**src/rtl/ctrl_pipe_chain.sv**
```systemverilog
`default_nettype none
// ============================================================================
// Module      : ctrl_pipe_chain
// Description : Control-word pipeline for the processor controller. Carries
//               a W-bit decoded control word through STAGES registered
//               stages (stage 0 = execute ... STAGES-1 = writeback). Each
//               stage has its own stall, flush and valid bit, plus a field
//               mask. Bubbles are inserted automatically behind a stalled
//               stage, stalls can optionally propagate upstream, and a
//               counter tracks the instructions retired from the last stage.
//
// Ports       : clk         - clock, rising edge
//               rst         - synchronous reset, active-high
//               in_data     - decoded control word entering stage 0
//               in_valid    - in_data is a real instruction
//               stall       - per-stage stall request (bit s = stage s)
//               flush       - per-stage flush request
//               stage_data  - registered word per stage, [s*W +: W]
//               stage_valid - registered valid bit per stage
//               stall_eff   - effective stall after propagation (comb)
//               empty       - no stage holds a valid word (comb)
//               retire_cnt  - retired-instruction counter, wraps
//
// Revision    : 1.0 - initial release
// ============================================================================
module ctrl_pipe_chain #(
  parameter int                  W          = 19,
  parameter int                  STAGES     = 3,
  parameter logic [STAGES*W-1:0] KEEP_MASK  = {STAGES*W{1'b1}},
  parameter bit                  PROP_STALL = 1'b1,
  parameter int                  CNT_W      = 32
) (
  input  logic                clk,
  input  logic                rst,
  input  logic [W-1:0]        in_data,
  input  logic                in_valid,
  input  logic [STAGES-1:0]   stall,
  input  logic [STAGES-1:0]   flush,
  output logic [STAGES*W-1:0] stage_data,
  output logic [STAGES-1:0]   stage_valid,
  output logic [STAGES-1:0]   stall_eff,
  output logic                empty,
  output logic [CNT_W-1:0]    retire_cnt
);

  logic [STAGES-1:0] w_stall_eff;
  logic              w_retire;
  logic [CNT_W-1:0]  r_retire_cnt;

  // Walk from the last stage back toward stage 0 so a downstream stall
  // ripples upstream when propagation is enabled.
  always_comb begin
    w_stall_eff = stall;
    for (int s = STAGES - 2; s >= 0; s--) begin
      w_stall_eff[s] = stall[s] | (PROP_STALL & w_stall_eff[s+1]);
    end
  end

  for (genvar s = 0; s < STAGES; s++) begin : g_stage
    logic [W-1:0] w_src_data;
    logic         w_src_valid;
    logic         w_bubble;
    logic [W-1:0] r_data;
    logic         r_valid;

    if (s == 0) begin : g_head
      assign w_src_data  = in_data;
      assign w_src_valid = in_valid;
      assign w_bubble    = 1'b0;
    end else begin : g_body
      assign w_src_data  = stage_data[(s-1)*W +: W];
      assign w_src_valid = stage_valid[s-1];
      // Upstream is holding its word; taking it here would duplicate it.
      assign w_bubble    = w_stall_eff[s-1];
    end

    always_ff @(posedge clk) begin
      if (rst) begin
        r_data  <= '0;
        r_valid <= 1'b0;
      end else if (flush[s]) begin
        r_data  <= '0;
        r_valid <= 1'b0;
      end else if (!w_stall_eff[s]) begin
        if (w_bubble) begin
          r_data  <= '0;
          r_valid <= 1'b0;
        end else begin
          // Invalid slots are forced to zero so no enable leaks downstream.
          r_valid <= w_src_valid;
          r_data  <= w_src_valid ? (w_src_data & KEEP_MASK[s*W +: W]) : '0;
        end
      end
    end

    assign stage_data[s*W +: W] = r_data;
    assign stage_valid[s]       = r_valid;
  end

  assign w_retire = stage_valid[STAGES-1] & ~w_stall_eff[STAGES-1] &
                    ~flush[STAGES-1];

  always_ff @(posedge clk) begin
    if (rst) begin
      r_retire_cnt <= '0;
    end else if (w_retire) begin
      r_retire_cnt <= r_retire_cnt + CNT_W'(1);
    end
  end

  assign stall_eff  = w_stall_eff;
  assign empty      = ~|stage_valid;
  assign retire_cnt = r_retire_cnt;

endmodule
`default_nettype wire

```
**config.mk**
```make
export PLATFORM = sky130hd
export DESIGN_NAME = ctrl_pipe_chain
export DESIGN_NICKNAME = d
export VERILOG_FILES = /design/src/rtl/ctrl_pipe_chain.sv
export SDC_FILE = /design/constraint.sdc
export NUM_CORES = 1
export LEC_CHECK = 0
export ABC_CLOCK_PERIOD_IN_PS = 6810
export BUFFER_PORTS_ARGS = -buffer_cell sky130_fd_sc_hd__buf_2
export CAP_MARGIN = 20
export CORE_MARGIN = 2
export CORE_UTILIZATION = 35
export DETAILED_ROUTE_END_ITERATION = 8
export GPL_TIMING_DRIVEN = 0
export HOLD_SLACK_MARGIN = 0.06
export SLEW_MARGIN = 20
export SYNTH_ARGS = -nofsm -noshare
export SYNTH_HDL_FRONTEND = slang
export SYNTH_SLANG_ARGS = --single-unit
```
**constraint.sdc**
```tcl
create_clock -name clk -period 6.81 [get_ports clk]
set_input_delay 0.3405 -clock clk [delete_from_list [all_inputs] [get_ports clk]]
set_output_delay 0.3405 -clock clk [all_outputs]
set_load 0.05 [all_outputs]
```
==> impl_metrics.json, run 1 <==
{
  "layout.nets": 585,
  "end_kind": "flip-flop",
  "htree_levels": 3,
  "seqCellArea_um2": 1842,
  "status": "completed",
  "required_ns": 7.09,
  "cp-start-kind": "flip-flop",
  "via_per_inst": 5.009,
  "hold_violations": 0,
  "die_h_um": 106.2,
  "rows": 37,
  "pwr-share-seq_pct": 54.4,
  "p_per_area_nw_per_um2": 212.8,
  "cts_resized": 0,
  "netlist_area_um2": 3654,
  "highest_layer": "met4",
  "slew_viol_final": 0,
  "finalCoreUtilization_pct": 45.52,
  "multi_input_area_um2": 1628,
  "core_um2": 10230,
  "arrival_ns": 2.83,
  "worst-path-stages": 7,
  "synth_compound_area_share_pct": 18.15,
  "yosys.cell_types.count": 31,
  "combPwrFrac_pct": 4.1,
  "wl_met2_um": 4487,
  "fillers": 1019,
  "met3_length_um": 605,
  "synthAdderAreaFrac_pct": 0.3425,
  "relSlewSlack_pct": 60.38,
  "initial_core_util_pct": 35.71,
  "fin_crit_sh_pct": 37.40,
  "grt_setup_unrepaired": "false",
  "fmax_mhz": 392.6,
  "grt_pass1_vias": 3342,
  "cpMostUsedCell": "or4_1",
  "vias": 3491,
  "clock_sinks": 92,
  "critical_path.max_stage_delay_ns": 0.53,
  "io_buffers": 121,
  "skew_ns": 0.007311,
  "crit_type": "flip-flop to flip-flop",
  "p_sw_uw": 229.2,
  "worst_slack_ns": 4.263,
  "clock_latency_ns": 0.36,
  "fin_crit_ns": 2.547,
  "cts_buffer_depth": 2,
  "reg2reg_depth": 7,
  "worstMarginPinSlew_ns": 0.5918,
  "wire_per_inst_um": 13.60,
  "drt_iter0_markers": 84,
  "wl_met1_um": 4246,
  "gp_congestion": 0.8167,
  "final_antenna_net_count": 0,
  "cts_tree": "built",
  "numCtsBuffers": 9,
  "totalWireLength_um": 9481,
  "p_leak_uw": 0.001808,
  "switching_share_pct": 23.12,
  "synth_seq_cells": 92,
  "grt_usage_pct": 17.09,
  "post_cts.repair.setup_buffers": 0,
  "diodes": 0,
  "area_growth_pct": 27.47,
  "grt_pass1_wl_um": 15650,
  "clkTransAtPathRegs_ns": 0.09,
  "synth_xor_area_share_pct": 1.678,
  "layout_commonest_cell": "buf_2",
  "dp_hpwl_um": 7199,
  "hp-class": "input port to flip-flop",
  "synth_top_family_by_area": "simple AND/OR/NAND/NOR gates",
  "syn_avg_cell_area_um2": 8.617,
  "die_w_um": 106.2,
  "die-area_um2": 11270,
  "hold_buffers": 0,
  "finalSetupViolCount": 0,
  "worst-path-buf-inv": 3,
  "path_delay_family": "simple AND/OR/NAND/NOR gates",
  "holdPathStages": 3,
  "layout_common_cells": "buf_2, dfxtp_1, nor2_1",
  "overflow": 0,
  "synth_cells": 424,
  "dp_worst_setup_slack_ns": 4.173,
  "ys.warnings.count": 0,
  "crit_slowest_cell": "or4_1",
  "synthMuxAreaShare_pct": 0.3082,
  "path_max_fanout": 10,
  "antenna_found_initial": 0,
  "first_pass_iters": 4,
  "synth-simple-area-share_pct": 23.94,
  "path_cells": "or3b_1, clkbuf_1, or4_1, buf_2, buf_6, or4_1, a21oi_1",
  "drc": 0,
  "synth_nets": 453,
  "drive_above_1_share_pct": 26.56,
  "io_pins": 124,
  "maxCapViolCount": 0,
  "fin_tns_setup_ns": 0,
  "power_frac_clock_pct": 41.5,
  "clockRootBuffer": "clkbuf_8",
  "peakVddDrop_mv": 0.1226,
  "p_int_uw": 762.0,
  "grt_max_degree": 17,
  "yosysSeqAreaShare_pct": 50.41
}
-- state kept, by name (all words and copies together) (netlist names) --
| name | flops |
|---|---|
| g_stage.r_data | 57 |
| retire_cnt | 32 |
| g_stage.r_valid | 3 |
-- final timing paths --
kind                          from               endpoint  slack (ns)
max             g_stage[2].r_valid         retire_cnt[30]        4.26
min                    in_data[14]  g_stage[0].r_data[14]        0.25
max reg2reg     g_stage[2].r_valid         retire_cnt[30]        4.26
min reg2reg  g_stage[0].r_data[12]  g_stage[0].r_data[12]        0.48
-- layer usage --
layer	GRT usage [%]	up-vias
met2	29.08	95
met3	4.598	10
met1	20.52	1589
met5	0	-
met4	6.579	0
li1	-	1797
-- power by group through the flow --
stage	Combinational, uW	Sequential (uW)	Clock [uW]
4_1_cts	41.4	539	422
2_1_floorplan	22.4	555	0
3_3_place_gp	40.7	552	0
3_5_place_dp	41.3	552	0
6_report	40.9	539	411
5_1_grt	45.1	540	447
-- stage by stage --
stage	cell area (um2)	hold slack, ns	power [uW]	cells
finish	4657	0.2460	991.2	697
global route	4657	0.2390	1031	697
CTS	4652	0.2295	1003	697
detailed placement	4429	0.4608	593.2	681
global placement	4429	0.4616	592.6	681
floorplan	3654	0.4578	577.3	424
-- cell usage after synthesis --
library cell	instances	area, um2
and2_1	4	25.02
buf_6	1	11.26
a22oi_1	38	285.3
nor2_1	50	187.7
nand4_1	12	75.07
or3b_1	1	8.760
a21oi_1	45	225.2
xor2_1	3	26.28
mux2_2	1	11.26
clkbuf_1	28	105.1
o31ai_1	14	105.1
dfxtp_1	92	1842
or4_1	16	120.1
buf_2	1	5.000
or2_2	3	18.77
xnor2_1	4	35.03
nand2_1	37	138.9
or2_0	1	6.260
o21ai_0	8	40.04
and4_1	5	43.79
ha_1	1	12.51
o21a_1	1	7.510
nand3_1	27	135.1
nor2b_1	2	12.51
nor3_1	4	20.02
or3_1	9	56.30
inv_1	6	22.52
and3_1	2	12.51
buf_4	6	45.04
nor4_1	1	6.260
nor3b_1	1	7.510
-- worst min-delay path: cells and delay by family --
family	cells	cell delay, ns
buffers and inverters	1	0.09
AND/OR/NAND/NOR	1	0.07
AO/OA/AOI/OAI	1	0.06
-- logic make-up (layout without fill, tap and decap cells) --
logic type,Yosys count,in the layout
adders and majority gates,1,1
DFF,92,92
and+or+nand+nor,175,175
xor gates and xnor gates,7,7
buffers and inverters,42,179
muxes,1,1
AOI/OAI and AO/OA,106,106
-- final cells by class --
cell class	count	share of cell area (%)
repair buffers	121	13.00
plain buffers	36	3.573
clock inverters	6	2.042
flip-flops and latches	92	39.55
well taps	136	3.654
inverters	6	0.4836
multi-input cells	290	34.95
clock buffers	10	2.740
Note: power is estimated with default switching activity, not from simulation.
==> inputs of run 2 (changes only) <==
--- a/config.mk
+++ b/config.mk
@@ -5,7 +5,7 @@
 export SDC_FILE = /design/constraint.sdc
 export NUM_CORES = 1
 export LEC_CHECK = 0
-export ABC_CLOCK_PERIOD_IN_PS = 6810
+export ABC_CLOCK_PERIOD_IN_PS = 2360
 export BUFFER_PORTS_ARGS = -buffer_cell sky130_fd_sc_hd__buf_2
 export CAP_MARGIN = 20
 export CORE_MARGIN = 2
==> constraint.sdc (replaced) <==
create_clock -name clk -period 2.36 [get_ports clk]
set_input_delay 0.118 -clock clk [delete_from_list [all_inputs] [get_ports clk]]
set_output_delay 0.118 -clock clk [all_outputs]
set_load 0.05 [all_outputs]
==> run 2 against run 1 <==
Net effect: sequential share of layout area down 1.4 points; global-route usage increased by 0.32 points; non-clock buffer count is 21 higher; critical path type unchanged; critical path depth fell by 1.
==> impl_metrics.json, run 2 (synthesis gave the netlist of run 1 again) <==
{
  "hp-class": "input port to flip-flop",
  "worstReg2RegEnd": "retire_cnt[30]",
  "worstMarginPinSlew_ns": 0.6178,
  "grt_setup_unrepaired": "false",
  "fmax_mhz": 437.0,
  "layout.nets": 606,
  "io_pins": 124,
  "holdPathStages": 4,
  "skew_ns": 0.01035,
  "rows": 37,
  "r2r-start": "g_stage[2].r_valid",
  "totalWireLength_um": 9886,
  "fin_crit_ns": 2.288,
  "via_per_inst": 5.018,
  "die_h_um": 106.2,
  "grt_usage_pct": 17.40,
  "clock_sinks": 92,
  "cts_tree": "built",
  "vias": 3603,
  "cp-start-kind": "flip-flop",
  "drt_iter0_markers": 116,
  "path_max_fanout": 10,
  "htree_levels": 3,
  "maxCapViolCount": 0,
  "peakVddDrop_mv": 0.3177,
  "largest_register": "g_stage.r_data",
  "area_growth_pct": 32.84,
  "overflow": 0,
  "gp_congestion": 0.8195,
  "hold_violations": 0,
  "r2r_setup_slack_ns": 0.07,
  "p_leak_uw": 0.001886,
  "clkTransAtPathRegs_ns": 0.10,
  "reg2reg_depth": 6,
  "end_kind": "flip-flop",
  "die_w_um": 106.2,
  "initial_core_util_pct": 35.71,
  "relSlewSlack_pct": 58.64,
  "final_antenna_net_count": 0,
  "core_um2": 10230,
  "hp-start": "flush[2]",
  "layout_commonest_cell": "buf_2",
  "status": "completed",
  "finalSetupViolCount": 0,
  "cts_buffer_depth": 2,
  "antenna_found_initial": 1,
  "dp_hpwl_um": 7218,
  "largest_reg_flops": 57,
  "grt_pass1_vias": 3352,
  "io_buffers": 121,
  "layout_common_cells": "buf_2, dfxtp_1, nor2_1",
  "clock_latency_ns": 0.36,
  "grt_pass1_wl_um": 15870,
  "crit_type": "flip-flop to flip-flop",
  "arrival_ns": 2.58,
  "drc": 0,
  "fin_crit_sh_pct": 96.95,
  "slew_viol_final": 0,
  "first_pass_iters": 4,
  "numCtsBuffers": 9,
  "p_per_area_nw_per_um2": 557.7,
  "required_ns": 2.66,
  "diodes": 0,
  "die-area_um2": 11270,
  "timing.hold.ws_ns": 0.1447,
  "wire_per_inst_um": 13.77,
  "grt_max_degree": 18,
  "clockRootBuffer": "clkbuf_8",
  "worst_slack_ns": 0.07193,
  "dp_worst_setup_slack_ns": -0.2187,
  "hold_end": "retire_cnt[1]",
  "drive_above_1_share_pct": 27.66
}
## run 2: cell types whose count changed in the layout (fill, tap and decap cells not counted), sizes merged
cell	change
dlygate4sd3	+19
buf	+3
bufinv	-2
clkinvlp	+2
inv	+1
clkbuf	-2
## run 2: worst max-delay path by stage
stage | from | to | cells past startpoint
after global placement | g_stage[2].r_valid | retire_cnt[27] | 4
final | g_stage[2].r_valid | retire_cnt[30] | 6
after detailed placement | g_stage[2].r_valid | retire_cnt[27] | 4
after floorplan | retire_cnt[3] | retire_cnt[28] | 6
after CTS | g_stage[2].r_valid | retire_cnt[30] | 6
after global routing | g_stage[2].r_valid | retire_cnt[30] | 6
## run 2: cell type report
type | instances | area (um2)
fillers | 998 | 5378
flip-flops and latches | 92 | 1849
repair buffers | 143 | 818.3
plain buffers | 35 | 168.9
inverters | 6 | 22.52
clock inverters | 7 | 57.56
clock buffers | 9 | 123.9
well taps | 136 | 170.2
multi-input cells | 290 | 1643
## run 2: where the power goes
part           internal, uW  leakage (uW)  switching, uW
clock                   400     0.0000886            607
combinational          55.1       0.00105           90.0
sequential             1550      0.000743           2.30
## run 2: metrics by stage
stage          power (uW)  utilization (%)  setup TNS [ns]  area (um2)  std cells
6_report             2707            47.44               0        4853        718
5_1_grt              2816            47.44               0        4853        718
4_1_cts              2741            47.01               0        4810        715
3_5_place_dp         1712            43.33          -1.213        4433        681
3_3_place_gp         1711            43.33         -0.8198        4433        681
2_1_floorplan        1666                -               0        3657        424
## run 2: timing repair
item	4_1_cts	5_1_grt
gates resized for setup	3	7
endpoints found under the hold margin	19	0
buffers inserted	0	3
hold buffers	19	0
setup endpoints to repair	14	2
## run 2: critical path, stage by stage (launching register included)
cell and delay (ns):
dfxtp_4 0.37, or3b_4 0.40, or4_4 0.54, buf_6 0.15
buf_6 0.14, or4_1 0.49, a21oi_2 0.14
## run 2: metal layers
| layer | global-route usage (%) | vias to the layer above | share of wire, % |
|---|---|---|---|
| met2 | 29.40 | 106 | 48 |
| met4 | 6.391 | 0 | 1.1 |
| li1 | - | 1831 | - |
| met5 | 0 | - | 0 |
| met1 | 20.59 | 1658 | 44 |
| met3 | 5.641 | 8 | 7.3 |
==> inputs of run 3 (changes only) <==
==> constraint.sdc (replaced) <==
create_clock -name clk -period 2.36 [get_ports clk]
set_input_delay 0.708 -clock clk [delete_from_list [all_inputs] [get_ports clk]]
set_output_delay 0.708 -clock clk [all_outputs]
set_load 0.05 [all_outputs]
==> run 3 against run 2 <==
Net effect: setup slack worse by 0.030 ns; critical path depth is 1 lower; clock power hardly changed; clock skew is 0.0024 ns higher; utilization is 1.6 points lower; die area stayed put; critical endpoint is now stall_eff[1]; power is 0.44% higher; register-to-register slack better by 0.09 ns; combinational power is 12% lower; final cell count is 2.9% lower; highest routed layer unchanged; critical path type is now input port to primary output; non-clock buffer count is 21 lower; sequential power hardly changed.
==> impl_metrics.json, run 3 (synthesis gave the netlist of run 1 again) <==
{
  "cpMostUsedCell": "buf_4",
  "die_w_um": 106.2,
  "io_pins": 124,
  "diodes": 0,
  "vias": 3543,
  "dp_worst_setup_slack_ns": -0.6496,
  "grt_max_degree": 18,
  "pwr-share-seq_pct": 57.2,
  "cts_buffer_depth": 2,
  "stdcell_count": 697,
  "dp.cells": 681,
  "end_kind": "primary output",
  "hp-class": "flip-flop to flip-flop",
  "p_sw_uw": 717.7,
  "holdPathStages": 2,
  "path_cells": "buf_4, or2_4, clkbuf_8, buf_4, buf_4",
  "die-area_um2": 11270,
  "hold_violations": 0,
  "finalSetupViolCount": 0,
  "drive_above_1_share_pct": 29.06,
  "power_frac_clock_pct": 38.1,
  "drt_iter0_markers": 131,
  "cp-start-kind": "input port",
  "cts_tree": "built",
  "area_growth_pct": 28.46,
  "numCtsBuffers": 9,
  "r2r-start": "g_stage[2].r_valid",
  "die_h_um": 106.2,
  "clock_latency_ns": 0.36,
  "path_delay_family": "buffers and inverters",
  "relSlewSlack_pct": 65.70,
  "p_int_uw": 2001,
  "crit_type": "input port to primary output",
  "clock_sinks": 92,
  "clkTransAtPathRegs_ns": 0.10,
  "r2r_setup_slack_ns": 0.16,
  "layout_common_cells": "buf_2, dfxtp_1, nor2_1",
  "grt_pass1_wl_um": 15900,
  "clockRootBuffer": "clkbuf_8",
  "largest_reg_flops": 57,
  "final_antenna_net_count": 0,
  "worst-path-buf-inv": 4,
  "initial_core_util_pct": 35.71,
  "worst-path-stages": 5,
  "via_per_inst": 5.083,
  "grt_setup_unrepaired": "false",
  "worstReg2RegEnd": "retire_cnt[31]",
  "p_per_area_nw_per_um2": 579.3,
  "wire_per_inst_um": 13.89,
  "layout.nets": 585,
  "combPwrFrac_pct": 4.7,
  "overflow": 0,
  "crit_slowest_cell": "or2_4",
  "fin_area_um2": 4693,
  "rows": 37,
  "first_pass_iters": 4,
  "status": "completed",
  "fin_crit_sh_pct": 98.24,
  "switching_share_pct": 26.40,
  "slew_viol_final": 0,
  "fin_tns_setup_ns": 0,
  "maxCapViolCount": 0,
  "antenna_found_initial": 0,
  "layout_commonest_cell": "buf_2",
  "finalCoreUtilization_pct": 45.87,
  "totalWireLength_um": 9678,
  "largest_register": "g_stage.r_data",
  "dpl_cell_area_um2": 4438,
  "grt_pass1_vias": 3309,
  "worstMarginPinSlew_ns": 0.5145,
  "skew_ns": 0.01276,
  "peakVddDrop_mv": 0.3167,
  "path_max_fanout": 10,
  "critical_path.max_stage_delay_ns": 0.27,
  "reg2reg_depth": 4,
  "dp_hpwl_um": 7229,
  "core_um2": 10230,
  "required_ns": 1.65,
  "fmax_mhz": 431.3,
  "p_leak_uw": 0.001821,
  "htree_levels": 3,
  "hold_end": "g_stage[0].r_data[4]",
  "hp-start": "g_stage[0].r_data[4]",
  "gp_congestion": 0.8252,
  "io_buffers": 121,
  "fin_crit_ns": 2.319,
  "arrival_ns": 1.61,
  "grt_usage_pct": 17.29,
  "worst_slack_ns": 0.04150,
  "drc": 0
}
[run 3: cell count changes in the layout (fill, tap and decap cells not counted), moves of 2 or more]
cell           previous run  this run
or4_4                     1         3
buf_4                     9        11
dlygate4sd3_1            19         0
buf_2                   121       118
or4_1                    15        13
dfxtp_1                  88        90
[run 3: power by group through the flow]
| stage | Combinational [uW] | Clock [uW] | Sequential, uW |
|---|---|---|---|
| 2_1_floorplan | 64.7 | 0 | 1600 |
| 4_1_cts | 125 | 1060 | 1560 |
| 5_1_grt | 140 | 1110 | 1560 |
| 3_5_place_dp | 119 | 0 | 1590 |
| 3_3_place_gp | 118 | 0 | 1590 |
| 6_report | 127 | 1040 | 1560 |
[run 3: how the worst max path moves through the flow]
stage,slack [ns],to,start
4_1_cts,-0.05,stall_eff[0],stall[2]
6_report,0.04,stall_eff[1],stall[2]
5_1_grt,0.01,stall_eff[1],stall[2]
2_1_floorplan,-0.15,retire_cnt[28],stall[2]
3_5_place_dp,-0.65,retire_cnt[27],stall[2]
3_3_place_gp,-0.63,retire_cnt[27],stall[2]
[run 3: tightest hold or removal path: cells and delay by family (launching register included)]
family           cells  cell delay, ns
flip-flops           1            0.34
AND/OR/NAND/NOR      1            0.06
AO/OA/AOI/OAI        1            0.05
[run 3: area by class of cell]
type	count	area [um2]
Clock inverter	6	55.05
Clock buffer	10	127.6
Timing Repair Buffer	123	628.1
Tap cell	136	170.2
Buffer	34	175.2
Multi-Input combinational cell	290	1670
Sequential cell	92	1844
Inverter	6	22.52
Fill cell	1078	5538
[run 3: timing repair]
item,CTS,global route
setup buffers,0,2
endpoints found under the hold margin,0,0
hold buffers,0,0
gates resized for setup,13,12
setup endpoints to repair,12,9
pin swaps,0,3
[run 3: stage by stage]
step / power (uW) / hold slack (ns)
2_1_floorplan: 1666 / 0.4578
3_3_place_gp: 1711 / 0.4616
3_5_place_dp: 1712 / 0.4691
4_1_cts: 2742 / 0.4833
5_1_grt: 2811 / 0.5131
6_report: 2719 / 0.4768
[run 3: routing by layer]
layer	global-route usage [%]	up-vias	wire length (um)
li1	-	1788	-
met1	21.41	1650	4345
met2	29.35	98	4639
met3	4.231	7	596
met4	5.827	0	96
met5	0	-	0
